`src/rtl/i2c_pkg.sv`:
```
// Shared I2C definitions.
// Holds the bus address width and the state types of the I2C target
// (i2c_slave) and of the I2C controller (master), so that both ends of the
// bus agree on encodings when they are viewed together.
package i2c_pkg;

    localparam int unsigned I2C_ADDR_W = 7;

    typedef enum logic [2:0] {
        S_IDLE,
        S_ADDR,
        S_ADDR_ACK,
        S_RX,
        S_RX_ACK,
        S_TX,
        S_TX_ACK
    } i2c_slave_state_t;

    typedef enum logic [2:0] {
        M_IDLE,
        M_START,
        M_ADDR,
        M_DATA,
        M_ACK,
        M_STOP
    } i2c_master_state_t;

endpackage

```
`src/rtl/i2c_sync_edge.sv`:
```
// Synchronizer plus edge detector for one asynchronous bus line.
// Ports:
//   i_clk    - system clock
//   i_rst_n  - synchronous active-low reset (flops preset to 1 = idle bus)
//   i_d      - asynchronous line input
//   o_level  - synchronized line level
//   o_rise   - one-cycle pulse on a synchronized 0->1 transition
//   o_fall   - one-cycle pulse on a synchronized 1->0 transition
module i2c_sync_edge #(
    parameter int unsigned STAGES = 2
) (
    input  logic i_clk,
    input  logic i_rst_n,
    input  logic i_d,
    output logic o_level,
    output logic o_rise,
    output logic o_fall
);

    logic [STAGES-1:0] r_sync;
    logic              r_prev;

    always_ff @(posedge i_clk) begin
        if (!i_rst_n) begin
            r_sync <= '1;
            r_prev <= 1'b1;
        end else begin
            r_sync <= {r_sync[STAGES-2:0], i_d};
            r_prev <= r_sync[STAGES-1];
        end
    end

    assign o_level = r_sync[STAGES-1];
    assign o_rise  = r_sync[STAGES-1] & ~r_prev;
    assign o_fall  = ~r_sync[STAGES-1] & r_prev;

endmodule

```
`src/rtl/i2c_slave.sv`:
```
// I2C target with a single 7-bit address.
// Ports:
//   clk_i, rst_ni  - clock, synchronous active-low reset
//   scl_i, sda_i   - bus lines (asynchronous to clk_i)
//   sda_oe_o       - 1 pulls SDA low, 0 releases it
//   rx_data_o      - last byte written by the master, rx_valid_o pulses on update
//   tx_data_i      - byte returned on a read, captured when tx_load_o pulses
//   rw_o           - R/W bit of the last matched address byte
//   busy_o         - addressed; from match until STOP, START or NACK
//   stop_o         - one-cycle pulse on STOP while busy_o was high
module i2c_slave
    import i2c_pkg::*;
#(
    parameter logic [I2C_ADDR_W-1:0] OWN_ADDR    = 7'h42,
    parameter int unsigned           SYNC_STAGES = 2
) (
    input  logic       clk_i,
    input  logic       rst_ni,
    input  logic       scl_i,
    input  logic       sda_i,
    output logic       sda_oe_o,
    output logic [7:0] rx_data_o,
    output logic       rx_valid_o,
    input  logic [7:0] tx_data_i,
    output logic       tx_load_o,
    output logic       rw_o,
    output logic       busy_o,
    output logic       stop_o
);

    logic w_scl, w_scl_rise, w_scl_fall;
    logic w_sda, w_sda_rise, w_sda_fall;
    logic w_start, w_stop;

    i2c_sync_edge #(.STAGES(SYNC_STAGES)) u_scl_sync (
        .i_clk   (clk_i),
        .i_rst_n (rst_ni),
        .i_d     (scl_i),
        .o_level (w_scl),
        .o_rise  (w_scl_rise),
        .o_fall  (w_scl_fall)
    );

    i2c_sync_edge #(.STAGES(SYNC_STAGES)) u_sda_sync (
        .i_clk   (clk_i),
        .i_rst_n (rst_ni),
        .i_d     (sda_i),
        .o_level (w_sda),
        .o_rise  (w_sda_rise),
        .o_fall  (w_sda_fall)
    );

    assign w_start = w_sda_fall & w_scl;
    assign w_stop  = w_sda_rise & w_scl;

    i2c_slave_state_t r_state;
    logic [2:0]       r_cnt;
    logic [6:0]       r_rx_shift;   // first seven bits of the byte in flight
    logic [6:0]       r_tx_shift;   // bits still to send, next one at [6]
    logic             r_sda_oe;
    logic [7:0]       r_rx_data;
    logic             r_rx_valid;
    logic             r_tx_load;
    logic             r_rw;
    logic             r_busy;
    logic             r_stop;

    always_ff @(posedge clk_i) begin
        if (!rst_ni) begin
            r_state    <= S_IDLE;
            r_cnt      <= '0;
            r_rx_shift <= '0;
            r_tx_shift <= '0;
            r_sda_oe   <= 1'b0;
            r_rx_data  <= '0;
            r_rx_valid <= 1'b0;
            r_tx_load  <= 1'b0;
            r_rw       <= 1'b0;
            r_busy     <= 1'b0;
            r_stop     <= 1'b0;
        end else begin
            r_rx_valid <= 1'b0;
            r_tx_load  <= 1'b0;
            r_stop     <= 1'b0;
            if (w_start) begin
                r_state  <= S_ADDR;
                r_cnt    <= '0;
                r_sda_oe <= 1'b0;
                r_busy   <= 1'b0;
            end else if (w_stop) begin
                r_state  <= S_IDLE;
                r_sda_oe <= 1'b0;
                r_stop   <= r_busy;
                r_busy   <= 1'b0;
            end else begin
                unique case (r_state)
                    S_IDLE: ;
                    S_ADDR: begin
                        if (w_scl_rise) begin
                            r_rx_shift <= {r_rx_shift[5:0], w_sda};
                            r_cnt      <= r_cnt + 3'd1;
                            if (r_cnt == 3'd7) begin
                                if (r_rx_shift == OWN_ADDR) begin
                                    r_rw    <= w_sda;
                                    r_busy  <= 1'b1;
                                    r_state <= S_ADDR_ACK;
                                end else begin
                                    r_state <= S_IDLE;
                                end
                            end
                        end
                    end
                    // Both ACK states span two SCL falls: the first one
                    // starts driving the ACK, the second one ends it.
                    // sda_oe itself tells which of the two falls this is.
                    S_ADDR_ACK: begin
                        if (w_scl_fall) begin
                            if (!r_sda_oe) begin
                                r_sda_oe <= 1'b1;
                            end else if (!r_rw) begin
                                r_sda_oe <= 1'b0;
                                r_cnt    <= '0;
                                r_state  <= S_RX;
                            end else begin
                                r_tx_shift <= tx_data_i[6:0];
                                r_tx_load  <= 1'b1;
                                r_sda_oe   <= ~tx_data_i[7];
                                r_cnt      <= '0;
                                r_state    <= S_TX;
                            end
                        end
                    end
                    S_RX: begin
                        if (w_scl_rise) begin
                            r_rx_shift <= {r_rx_shift[5:0], w_sda};
                            r_cnt      <= r_cnt + 3'd1;
                            if (r_cnt == 3'd7) begin
                                r_rx_data  <= {r_rx_shift, w_sda};
                                r_rx_valid <= 1'b1;
                                r_state    <= S_RX_ACK;
                            end
                        end
                    end
                    S_RX_ACK: begin
                        if (w_scl_fall) begin
                            if (!r_sda_oe) begin
                                r_sda_oe <= 1'b1;
                            end else begin
                                r_sda_oe <= 1'b0;
                                r_state  <= S_RX;
                            end
                        end
                    end
                    // Counter wraps to 0 on the 8th rise, so the fall that
                    // follows with r_cnt == 0 ends the byte.
                    S_TX: begin
                        if (w_scl_rise) begin
                            r_cnt <= r_cnt + 3'd1;
                        end else if (w_scl_fall) begin
                            if (r_cnt == 3'd0) begin
                                r_sda_oe <= 1'b0;
                                r_state  <= S_TX_ACK;
                            end else begin
                                r_sda_oe   <= ~r_tx_shift[6];
                                r_tx_shift <= {r_tx_shift[5:0], 1'b0};
                            end
                        end
                    end
                    // A NACK leaves on the rise, so any fall seen here
                    // follows a master ACK.
                    S_TX_ACK: begin
                        if (w_scl_rise && w_sda) begin
                            r_sda_oe <= 1'b0;
                            r_busy   <= 1'b0;
                            r_state  <= S_IDLE;
                        end else if (w_scl_fall) begin
                            r_tx_shift <= tx_data_i[6:0];
                            r_tx_load  <= 1'b1;
                            r_sda_oe   <= ~tx_data_i[7];
                            r_cnt      <= '0;
                            r_state    <= S_TX;
                        end
                    end
                    default: r_state <= S_IDLE;
                endcase
            end
        end
    end

    assign sda_oe_o   = r_sda_oe;
    assign rx_data_o  = r_rx_data;
    assign rx_valid_o = r_rx_valid;
    assign tx_load_o  = r_tx_load;
    assign rw_o       = r_rw;
    assign busy_o     = r_busy;
    assign stop_o     = r_stop;

endmodule

```
`config.mk`:
```
export PLATFORM = sky130hd
export DESIGN_NAME = i2c_slave
export DESIGN_NICKNAME = d
export VERILOG_FILES = /design/src/rtl/i2c_pkg.sv /design/src/rtl/i2c_sync_edge.sv /design/src/rtl/i2c_slave.sv
export SDC_FILE = /design/constraint.sdc
export NUM_CORES = 1
export LEC_CHECK = 0
export BUFFER_PORTS_ARGS = -buffer_cell sky130_fd_sc_hd__buf_2
export CORE_UTILIZATION = 35
export CTS_BUF_LIST = sky130_fd_sc_hd__clkbuf_16
export CTS_CLUSTER_SIZE = 24
export DETAILED_ROUTE_END_ITERATION = 8
export GPL_ROUTABILITY_DRIVEN = 0
export GPL_TIMING_DRIVEN = 1
export PLACE_DENSITY = 0.56
export SLEW_MARGIN = 20
export SYNTH_ARGS = -nofsm -noshare
export SYNTH_HDL_FRONTEND = slang
export SYNTH_SLANG_ARGS = --single-unit
```
`constraint.sdc`:
```
create_clock -name clk_i -period 2.2 [get_ports clk_i]
set_input_delay 0 -clock clk_i [delete_from_list [all_inputs] [get_ports clk_i]]
set_output_delay 0 -clock clk_i [all_outputs]
set_load 0.1 [all_outputs]
```
==> flow_summary.yaml <==
clock_tree:
  cts_buffers: 5
  clk_pin_slew_ps: 60
  clock-sinks: 40
  cts_max_level: 2
  tritoncts: "built"
  cts_buffer_depth: 2
  worstSkewPairLatency_ps: 280
  clk_root_buffer_cell: "clkbuf_16"
worst_setup_path:
  r2r_setup_slack_ps: 270
  slowest_delay_ps: 620
  crit_path_top_delay_cell: "dfxtp_1"
  endpoint_arrival_time_on_the_critical_path_ps: 2080
  criticalPathCategory: "reg2reg"
  r2r-end: "r_cnt[0]"
  endpoint_kind: "flip-flop"
  worstPathCellList: "nand2b_1 > or3_4 > a21oi_4 > mux2i_1 > nor2_1"
  critical_path.reg2reg.startpoint: "r_state[1]"
  startpoint_type: "flip-flop"
  path_max_fanout: 16
  r2r.worst_path.cells: 5
  crit_required_ps: 2350
finish:
  layout-area-overhead-vs-synth_pct: 19.6
  multi_input_combinational_cell_area_mm2: 0.00106
  layout.nets: 247
  final.fill_count: 533
  utilization: 0.447
  antenna_cells_inserted: 0
  seqCellArea_um2: 801
  final_layout_size_suffix_gt1_frac: 0.206
logic_synthesis:
  post_synth_main_area_contributors: "dfxtp_1 41%, mux2i_1 12%, nor2b_1 5.4%"
  synth_seq_cells: 40
  yosysMostFrequentCell: "dfxtp_1"
  yosys.area.top_type_share: 0.409
  portion_of_the_post_synthesis_area_used_by_sequential_elements: 0.409
  synth_edf_count: 0
  yosys.cell_types.count: 47
  post_synth_instance_area_mm2: 0.00196
  postSynth.asyncResetShare: 0
  synth_cells: 204
  syn-num-nets: 219
  synth_ff_type: "dfxtp_1"
  yosysWarningCount: 0
  synth_area_leader_cell: "dfxtp_1"
  commonest_cells_in_the_netlist: "40 x dfxtp_1, 23 x mux2i_1, 17 x nor2b_1"
  post_synth.cell_area_avg_um2: 9.59
placement:
  dp_hpwl_mm: 2.62
  buffer_ports.inserted: 25
timing:
  finalHoldViolations: 0
  maxSlewViolCount: 0
  worst_clock_skew_ps: 7.57
  grt_setup_unrepaired: "false"
  setup-tns-final_ps: 0
  max_slew.worst_pin.slew_ps: 577
  timing.max_slew.rel_slack: 0.614
  timing.fmax_ghz: 0.518
  layout_worst_path_cycle_share: 0.878
  finalSetupViolCount: 0
  finalWorstPathRequiredPeriod_ps: 1930
detailed_routing:
  total_wirelength_mm: 3.87
  antenna_violating_nets_post_route: 0
  dr.pass1.iters: 4
  remaining_drc_errors: 0
  avgRoutedWirePerCell_um: 12.8
  vias_per_cell: 4.96
  total_via_count_in_the_routed_design: 1504
  iteration_0_drc_markers: 83
power:
  power.static_leakage_nw: 1.04
  max-vdd-ir-drop_uv: 515
  power-per-cell-area_mw_per_mm2: 700
floorplan:
  die-area_mm2: 0.00589
  core_area_mm2: 0.00524
  initial_core_util: 0.374
  chipHeight_um: 76.8
  num_io_pins: 26
  core.rowCount: 26
  die_width_um: 76.8
worst_hold_path:
  worstHoldStart: "tx_data_i[3]"
  holdPathStages: 4
  min_path_type: "in2reg"
  min_delay_worst_endpoint: "r_tx_shift[3]"
job:
  maxCapViolCount: 0
status:
  run_status: "complete, no violations"
grt:
  wire_length_of_the_first_global_routing_pass_mm: 6.52
  antenna_violations_before_repair: 0
  maximum_number_of_pins_on_one_net_before_global_route_repair: 35
  grt_pass1_vias: 1329
  groute.usage.overall: 0.139
  remaining_global_route_overflow: 0
==> worst max path at each step <==
stage               slack (ps)  startpoint  endpoint
global route               130  r_state[1]  r_cnt[0]
finish                     270  r_state[1]  r_cnt[0]
detailed placement         310  r_state[1]  r_cnt[0]
CTS                        280  r_state[1]  r_cnt[0]
global placement           380  r_state[1]  r_cnt[0]
floorplan                  150    sda_oe_o  r_cnt[0]
==> cell type report <==
class | count | area share
Clock buffer | 5 | 0.0535
Clock inverter | 3 | 0.0182
Inverter | 6 | 0.00963
Multi-Input combinational cell | 145 | 0.453
Sequential cell | 40 | 0.342
Tap cell | 70 | 0.0374
Timing Repair Buffer | 34 | 0.0856
==> report_power, final <==
part           switching (mW)  leakage, nW  total, mW  internal, mW
Clock                   0.283       0.0814      0.815         0.533
Combinational          0.0433        0.638     0.0770        0.0337
Sequential             0.0133        0.324      0.745         0.732
==> metrics by stage <==
stage / area, um^2 / power, mW / setup WS, ps / hold slack, ps / cells
6_report: 2340 / 1.64 / 269 / 69.7 / 303
5_1_grt: 2340 / 1.70 / 129 / 101 / 303
4_1_cts: 2340 / 1.66 / 276 / 66.2 / 303
3_5_place_dp: 2140 / 0.834 / 306 / 184 / 292
3_3_place_gp: 2140 / 0.834 / 382 / 180 / 292
2_1_floorplan: 1960 / 0.809 / 152 / 73.0 / 204
==> cell families (layout without fill, tap and decap cells) <==
| logic type | Yosys count | in the layout | synth area share |
|---|---|---|---|
| compound gates | 42 | 42 | 0.162 |
| xor+xnor | 2 | 2 | 0.00895 |
| fa+ha+maj | 3 | 3 | 0.0192 |
| buf+inv | 19 | 48 | 0.0486 |
| flops | 40 | 40 | 0.409 |
| mux | 23 | 23 | 0.118 |
| simple gates | 75 | 75 | 0.235 |
==> worst max-delay path, delay by kind of cell, from the launching register on <==
kind	cells	cell delay, ps
AO/OA/AOI/OAI	1	200
flip-flops	1	620
multiplexers	1	200
AND/OR/NAND/NOR	3	770
==> sequential cells by signal, summed over array words and instances, names as in the netlist, 2 cells and up <==
signal and cells:
r_rx_shift 7, u_sda_sync.r_sync 2, r_tx_shift 7, r_state 3, r_cnt 3, rx_data_o 8
u_scl_sync.r_sync 2
==> layout by cell type, fill, tap and decap left out, drive strengths merged, types with 7 or more instances in the layout <==
cell,n
a21oi,11
buf,31
dfxtp,40
mux2i,23
nand2,15
nand2b,11
nor2,8
nor2b,17
o211a,7
o21ai,10
==> routing by layer <==
| metal | share of wire | up-vias | track usage |
|---|---|---|---|
| met4 | 0.0075 | 0 | 0.0462 |
| li1 | - | 778 | - |
| met3 | 0.038 | 4 | 0.0321 |
| met1 | 0.54 | 687 | 0.205 |
| met5 | 0 | - | 0 |
| met2 | 0.41 | 35 | 0.196 |
==> repair_timing <==
item	4_1_cts	5_1_grt
resized for setup	0	0
hold buffers	3	0
setup buffers	0	0
hold endpoints to repair	3	0
Note: power is estimated with default switching activity, not from simulation.
